File: src/rtl/ann_pkg.sv
// Shared types and helpers for the patch-ANN search sequencer.
//   main_state_t  : top-level sequencer states
//   search_mode_t : frame search mode latched at frame start
//   width_of      : counter width able to hold 0..n-1 (never zero bits)
package ann_pkg;

  typedef enum logic [2:0] {
    ST_IDLE,
    ST_EXACT_SWEEP,
    ST_SEARCH_LEAF,
    ST_DRAIN,
    ST_HANDOFF
  } main_state_t;

  typedef enum logic {
    MODE_TREE  = 1'b0,
    MODE_EXACT = 1'b1
  } search_mode_t;

  function automatic int unsigned width_of(input int unsigned n);
    return (n > 1) ? $clog2(n) : 1;
  endfunction

endpackage

File: src/rtl/ann_wrap_counter.sv
// Up-counter that wraps to zero when it advances from its limit value.
// Ports:
//   clk, rst  : clock, synchronous active-high reset
//   en        : advance one step this cycle
//   clr       : force to zero (wins over en)
//   limit     : last value before wrapping
//   count     : current value
//   at_limit  : count equals limit
module ann_wrap_counter #(
  parameter int WIDTH = 4
) (
  input  logic             clk,
  input  logic             rst,
  input  logic             en,
  input  logic             clr,
  input  logic [WIDTH-1:0] limit,
  output logic [WIDTH-1:0] count,
  output logic             at_limit
);

  assign at_limit = (count == limit);

  always_ff @(posedge clk) begin
    if (rst || clr) begin
      count <= '0;
    end else if (en) begin
      count <= at_limit ? '0 : count + WIDTH'(1);
    end
  end

endmodule

File: src/rtl/main_fsm_multirow.sv
// Frame-level search sequencer for patch ANN. Walks every query of every
// row: row 0 (or every row in exact mode) sweeps all leaves on port 0, the
// remaining rows read NUM_CANDIDATES candidate leaves on port 1. Each query
// then drains the L2 pipeline and hands its result to stage 0.
// Ports:
//   clk, rst                 : clock, synchronous active-high reset
//   fsm_start, mode_exact_all: frame start (Idle only) and mode select
//   cand_valid/idx/ready     : candidate leaf handshake
//   leaf_mem_*0              : port 0 sweep reads (active-low csb/web)
//   leaf_mem_*1              : port 1 candidate reads (active-low csb)
//   k0_query_valid           : a leaf read is issued this cycle
//   rm_restart               : running-min restart pulse
//   s0_valid_in, s0_ready    : result handoff to stage 0
//   query_idx, row_idx       : current query position
//   busy, done               : frame in progress / frame finished pulse
//
// state          | meaning
// ST_IDLE        | waiting for fsm_start
// ST_EXACT_SWEEP | reading leaves 0..NUM_LEAVES-1 on port 0
// ST_SEARCH_LEAF | accepting candidate indices, reading them on port 1
// ST_DRAIN       | no reads; letting the L2 pipeline finish
// ST_HANDOFF     | presenting the query result until stage 0 accepts
module main_fsm_multirow
  import ann_pkg::*;
#(
  parameter int NUM_LEAVES      = 64,
  parameter int ADDR_WIDTH      = $clog2(NUM_LEAVES),
  parameter int QUERIES_PER_ROW = 26,
  parameter int NUM_ROWS        = 26,
  parameter int NUM_CANDIDATES  = 2,
  parameter int L2_LATENCY      = 6,
  parameter int DRAIN_CYCLES    = 6
) (
  input  logic                                  clk,
  input  logic                                  rst,
  input  logic                                  fsm_start,
  input  logic                                  mode_exact_all,
  input  logic                                  cand_valid,
  input  logic [ADDR_WIDTH-1:0]                 cand_idx,
  output logic                                  cand_ready,
  output logic                                  leaf_mem_csb0,
  output logic                                  leaf_mem_web0,
  output logic [ADDR_WIDTH-1:0]                 leaf_mem_addr0,
  output logic                                  leaf_mem_csb1,
  output logic [ADDR_WIDTH-1:0]                 leaf_mem_addr1,
  output logic                                  k0_query_valid,
  output logic                                  rm_restart,
  output logic                                  s0_valid_in,
  input  logic                                  s0_ready,
  output logic [width_of(QUERIES_PER_ROW)-1:0]  query_idx,
  output logic [width_of(NUM_ROWS)-1:0]         row_idx,
  output logic                                  busy,
  output logic                                  done
);

  localparam int QW      = width_of(QUERIES_PER_ROW);
  localparam int RW      = width_of(NUM_ROWS);
  localparam int CW      = width_of(NUM_CANDIDATES);
  localparam int DW      = width_of(DRAIN_CYCLES);
  // rel saturates here so long candidate bubbles cannot wrap it back onto
  // L2_LATENCY and fire a second restart.
  localparam int REL_MAX = NUM_LEAVES + DRAIN_CYCLES + L2_LATENCY;
  localparam int REL_W   = $clog2(REL_MAX + 1);

  main_state_t   state;
  search_mode_t  mode_q;
  logic [REL_W-1:0] rel_q;
  logic [REL_W-1:0] rel_now;
  logic          rel_run;
  logic          done_q;

  logic [ADDR_WIDTH-1:0] sweep_cnt;
  logic [DW-1:0]         drain_cnt;
  logic [CW-1:0]         cand_cnt;
  logic [QW-1:0]         q_cnt;
  logic [RW-1:0]         r_cnt;
  logic sweep_at_limit, drain_at_limit, cand_at_limit, q_at_limit, r_at_limit;

  logic in_exact, in_handoff, accept, read_now, start_go, handoff_acc;
  logic last_query, next_exact;
  logic unused_cnt_bits;

  assign in_exact    = (state == ST_EXACT_SWEEP);
  assign in_handoff  = (state == ST_HANDOFF);
  assign cand_ready  = (state == ST_SEARCH_LEAF);
  assign accept      = cand_valid & cand_ready;
  assign read_now    = in_exact | accept;
  // done_q marks the cycle right after the final handoff; a start there is dropped.
  assign start_go    = (state == ST_IDLE) & fsm_start & ~done_q;
  assign handoff_acc = in_handoff & s0_ready;
  assign last_query  = q_at_limit & r_at_limit;
  // The next query stays in row 0 unless this one closes the row.
  assign next_exact  = (mode_q == MODE_EXACT) | (~q_at_limit & (r_cnt == '0));

  assign unused_cnt_bits = ^{drain_cnt, cand_cnt};

  ann_wrap_counter #(.WIDTH(ADDR_WIDTH)) u_sweep_cnt (
    .clk(clk), .rst(rst), .en(in_exact), .clr(start_go),
    .limit(ADDR_WIDTH'(NUM_LEAVES - 1)), .count(sweep_cnt), .at_limit(sweep_at_limit)
  );

  ann_wrap_counter #(.WIDTH(DW)) u_drain_cnt (
    .clk(clk), .rst(rst), .en(state == ST_DRAIN), .clr(start_go),
    .limit(DW'(DRAIN_CYCLES - 1)), .count(drain_cnt), .at_limit(drain_at_limit)
  );

  ann_wrap_counter #(.WIDTH(CW)) u_cand_cnt (
    .clk(clk), .rst(rst), .en(accept), .clr(start_go),
    .limit(CW'(NUM_CANDIDATES - 1)), .count(cand_cnt), .at_limit(cand_at_limit)
  );

  ann_wrap_counter #(.WIDTH(QW)) u_query_cnt (
    .clk(clk), .rst(rst), .en(handoff_acc), .clr(start_go),
    .limit(QW'(QUERIES_PER_ROW - 1)), .count(q_cnt), .at_limit(q_at_limit)
  );

  ann_wrap_counter #(.WIDTH(RW)) u_row_cnt (
    .clk(clk), .rst(rst), .en(handoff_acc & q_at_limit), .clr(start_go),
    .limit(RW'(NUM_ROWS - 1)), .count(r_cnt), .at_limit(r_at_limit)
  );

  // rel reads as 0 on the first read of a query, then follows the register.
  assign rel_now = rel_run ? rel_q : '0;

  always_ff @(posedge clk) begin
    if (rst) begin
      state   <= ST_IDLE;
      mode_q  <= MODE_TREE;
      rel_q   <= '0;
      rel_run <= 1'b0;
      done_q  <= 1'b0;
    end else begin
      done_q <= 1'b0;
      if (read_now || rel_run) begin
        rel_q   <= (rel_now == REL_W'(REL_MAX)) ? rel_now : rel_now + REL_W'(1);
        rel_run <= 1'b1;
      end
      case (state)
        ST_IDLE: begin
          if (start_go) begin
            state  <= ST_EXACT_SWEEP;
            mode_q <= mode_exact_all ? MODE_EXACT : MODE_TREE;
          end
        end
        ST_EXACT_SWEEP: begin
          if (sweep_at_limit) state <= ST_DRAIN;
        end
        ST_SEARCH_LEAF: begin
          if (accept && cand_at_limit) state <= ST_DRAIN;
        end
        ST_DRAIN: begin
          if (drain_at_limit) begin
            state   <= ST_HANDOFF;
            rel_run <= 1'b0;
          end
        end
        ST_HANDOFF: begin
          if (s0_ready) begin
            if (last_query) begin
              state  <= ST_IDLE;
              done_q <= 1'b1;
            end else if (next_exact) begin
              state <= ST_EXACT_SWEEP;
            end else begin
              state <= ST_SEARCH_LEAF;
            end
          end
        end
        default: state <= ST_IDLE;
      endcase
    end
  end

  assign leaf_mem_csb0  = ~in_exact;
  assign leaf_mem_web0  = 1'b1;
  assign leaf_mem_addr0 = in_exact ? sweep_cnt : '0;
  assign leaf_mem_csb1  = ~accept;
  assign leaf_mem_addr1 = accept ? cand_idx : '0;
  assign k0_query_valid = read_now;
  assign rm_restart     = (read_now | rel_run) & (rel_now == REL_W'(L2_LATENCY));
  assign s0_valid_in    = in_handoff;
  assign query_idx      = q_cnt;
  assign row_idx        = r_cnt;
  assign busy           = (state != ST_IDLE);
  assign done           = done_q;

endmodule

File: config.mk
export PLATFORM = sky130hd
export DESIGN_NAME = main_fsm_multirow
export DESIGN_NICKNAME = d
export VERILOG_FILES = /design/src/rtl/ann_pkg.sv /design/src/rtl/ann_wrap_counter.sv /design/src/rtl/main_fsm_multirow.sv
export SDC_FILE = /design/constraint.sdc
export NUM_CORES = 1
export LEC_CHECK = 0
export CELL_PAD_IN_SITES_DETAIL_PLACEMENT = 0
export CELL_PAD_IN_SITES_GLOBAL_PLACEMENT = 2
export CORE_MARGIN = 2
export CORE_UTILIZATION = 32
export CTS_BUF_LIST = sky130_fd_sc_hd__clkbuf_16
export DETAILED_ROUTE_END_ITERATION = 8
export GPL_ROUTABILITY_DRIVEN = 1
export GPL_TIMING_DRIVEN = 0
export MAX_ROUTING_LAYER = met4
export PLACE_DENSITY = 0.87
export SETUP_SLACK_MARGIN = 0.1
export SYNTH_ARGS = -nofsm -noshare
export SYNTH_HDL_FRONTEND = slang
export SYNTH_SLANG_ARGS = --single-unit
File: constraint.sdc
create_clock -name clk -period 3.3 [get_ports clk]
set_clock_uncertainty 0.1 [all_clocks]
set_input_delay 0.66 -clock clk [delete_from_list [all_inputs] [get_ports clk]]
set_output_delay 0.66 -clock clk [all_outputs]
set_load 0.01 [all_outputs]
==> flow_summary.json <==
{
  "status": "finished clean",
  "drive_above_1_share_pct": 12.5,
  "fp.coreArea_sq_um": 5610,
  "cts.clk_slew.worst_paths_ns": 0.05,
  "setup_viol": 0,
  "fp.dieW_um": 80.7,
  "hp-class": "register to register",
  "worstRegToRegCells": 5,
  "wl_per_cell_um": 12.5,
  "p_leak_nw": 0.975,
  "stdcell_area_sq_um": 2520,
  "synth_area_sq_um": 1880,
  "min_period_ns": 3.00,
  "grt_usage_pct": 14.0,
  "drc": 0,
  "synth_seq_cells": 33,
  "start_util_pct": 33.6,
  "yosysTopAreaCell": "dfxtp_1",
  "seq_power_share_pct": 40.8,
  "p_per_area_nw_per_um2": 416,
  "cts_root_buf": "clkbuf_16",
  "ctsResizeCount": 0,
  "clock_latency_ns": 0.27,
  "clockBufferDepth": 2,
  "p_sw_share_pct": 25.7,
  "ir_drop_uv": 213,
  "p_comb_share_pct": 18.6,
  "intPower_uw": 778,
  "vias_per_cell": 4.96,
  "dp_hpwl_mm": 3.08,
  "p_clk_share_pct": 40.6,
  "synthCells": 218,
  "cp-start-kind": "input port",
  "slowest_stage": "clkdlybuf4s50_1",
  "num_rows": 27,
  "synth.net_count": 239,
  "finalHoldViolCount": 0,
  "synthArstFlopShare_pct": 0,
  "portBuffers": 41,
  "multiInputGateArea_sq_um": 1110,
  "max_cap_violations": 0,
  "ys_seq_area_share_pct": 35.1,
  "slew_violations": 0,
  "critPathRequiredTime_ns": 2.54,
  "die-area_sq_um": 6520,
  "dr.pass1.iters": 4,
  "n_antenna_cell": 0,
  "cpPeakStageDelay_ns": 0.64,
  "synth_cell_types": 56,
  "clkSinkCount": 33,
  "grt_overflow": 0,
  "end_kind": "output pin",
  "synth-edff-count": 0,
  "synth_flop_cell": "dfxtp_1",
  "crit_type": "input port to output pin",
  "io_pins": 43,
  "arrival_ns": 2.24,
  "crit_chain": "clkdlybuf4s50_1 -> nand3b_4 -> a21oi_2 -> clkdlybuf4s50_1",
  "first_global_vias": 1512,
  "fin_nets": 287,
  "numCtsBuffers": 5,
  "nFillCells": 570,
  "drt-total-wl_mm": 4.22,
  "min_path_cells": 2,
  "netSwitchingPower_uw": 269,
  "postRouteAntennaNets": 0,
  "synthTopCellsByCount": "dfxtp_1, nor2_1, nand2_1",
  "setup_tns_ns": 0,
  "yosys_warnings": 0,
  "postPlaceCellArea_sq_um": 2380,
  "dieHeight_um": 80.7,
  "rsz0062_at_grt": "false",
  "synth.top_cell.area_share_pct": 35.1,
  "synth_most_common_cell": "dfxtp_1",
  "cp_common_cell": "clkdlybuf4s50_1",
  "grt_max_degree": 11,
  "via_count": 1671,
  "timing.final.crit_share_pct": 91.0,
  "cts.htree.levels": 2,
  "initialDrtViolationCount": 53,
  "post-cts-setup-buffers": 0,
  "area_growth_pct": 33.7,
  "critPathMaxFanout": 9,
  "place_congestion": 0.789,
  "cts_tree": "yes",
  "avgSynthCellArea_sq_um": 8.64,
  "antenna_found_initial": 0,
  "seq_area_sq_um": 661,
  "grt_pass1_wl_mm": 6.93,
  "cts_hold_buf": 0,
  "synth_area_leaders": "dfxtp_1, ha_1, nor2_1, nand2_1, and3_1",
  "max_freq_mhz": 333
}
cell families after synthesis:
family | Yosys count | share of synthesized area, %
muxes | 2 | 1.13
adders and majority gates | 9 | 5.98
DFF | 33 | 35.1
AOI/OAI and AO/OA | 31 | 11.2
and+or+nand+nor | 111 | 34.3
xor gates and xnor gates | 13 | 6.04
buffers and inverters | 18 | 6.04
other | 1 | 0.199
path summary, 6_finish.rpt:
check | from | end | slack [ns]
worst max-delay path | cand_valid | k0_query_valid | 0.30
worst max register to register | u_query_cnt.count[0] | u_row_cnt.count[0] | 1.39
worst min-delay path | u_sweep_cnt.count[1] | u_sweep_cnt.count[1] | 0.39
worst min register to register | u_sweep_cnt.count[1] | u_sweep_cnt.count[1] | 0.39
state kept, by name (all words and copies together) (netlist names):
name               cells
rel_run                1
rel_q                  7
state                  3
u_drain_cnt.count      3
u_sweep_cnt.count      6
mode_q                 1
u_cand_cnt.count       1
u_query_cnt.count      5
done                   1
u_row_cnt.count        5
power groups by stage:
stage / sequential, mW / clock [mW] / combinational (mW)
final: 0.428 / 0.425 / 0.194
after floorplan: 0.432 / 0 / 0.125
after detailed placement: 0.435 / 0 / 0.195
after CTS: 0.428 / 0.436 / 0.195
after global placement: 0.435 / 0 / 0.195
after global routing: 0.430 / 0.454 / 0.214
metal layers:
layer	GRT usage, %	up-vias	wire (um)
li1	-	863	-
met1	18.6	760	2010
met2	20.6	42	1920
met3	4.11	6	239
met4	4.58	0	53
met5	-	-	0
placed cells by master, fill, tap and decap left out, types with 2 or more instances in the layout:
master	Yosys	routed
buf_6	2	2
inv_1	10	10
clkdlybuf4s50_1	0	41
nand4_1	5	5
a21oi_2	1	2
nor2_1	26	26
and2_1	8	8
nand3_1	9	9
a31oi_1	3	3
or3b_2	2	2
a211o_1	2	2
nand2_1	17	17
nand4b_1	3	3
clkbuf_8	2	2
o21ai_0	2	2
a21oi_1	11	10
nor4b_1	2	2
xor2_1	6	6
or2_2	3	3
buf_2	2	2
and3_1	10	10
ha_1	9	9
clkbuf_16	0	5
xnor2_1	7	7
nor3_1	6	6
a211oi_1	3	3
dfxtp_1	33	33
nor3b_1	4	4
worst max-delay path: cells and delay by family:
kind,cells,cell delay [ns]
simple gates,1,0.11
buf+inv,2,1.22
compound gates,1,0.24
per-stage QoR:
stage / setup slack (ns) / utilization (%) / instances / power, mW / hold WS, ns
finish: 0.297 / 44.9 / 337 / 1.05 / 0.392
global route: 0.195 / 44.9 / 337 / 1.10 / 0.444
CTS: 0.164 / 44.8 / 337 / 1.06 / 0.394
detailed placement: 0.160 / 42.5 / 331 / 0.631 / 0.386
global placement: 0.142 / 42.5 / 331 / 0.630 / 0.378
floorplan: 1.39 / - / 218 / 0.557 / 0.362
area by class of cell:
class / count / share of cell area (%)
inverter: 10 / 1.49
sequential: 33 / 26.2
clock inverter: 1 / 0.199
tap: 72 / 3.58
clock buffer: 5 / 4.97
timing repair buffer: 41 / 16.3
buffer: 8 / 3.03
multi-input combinational: 167 / 44.2
Note: power is estimated with default switching activity, not from simulation.
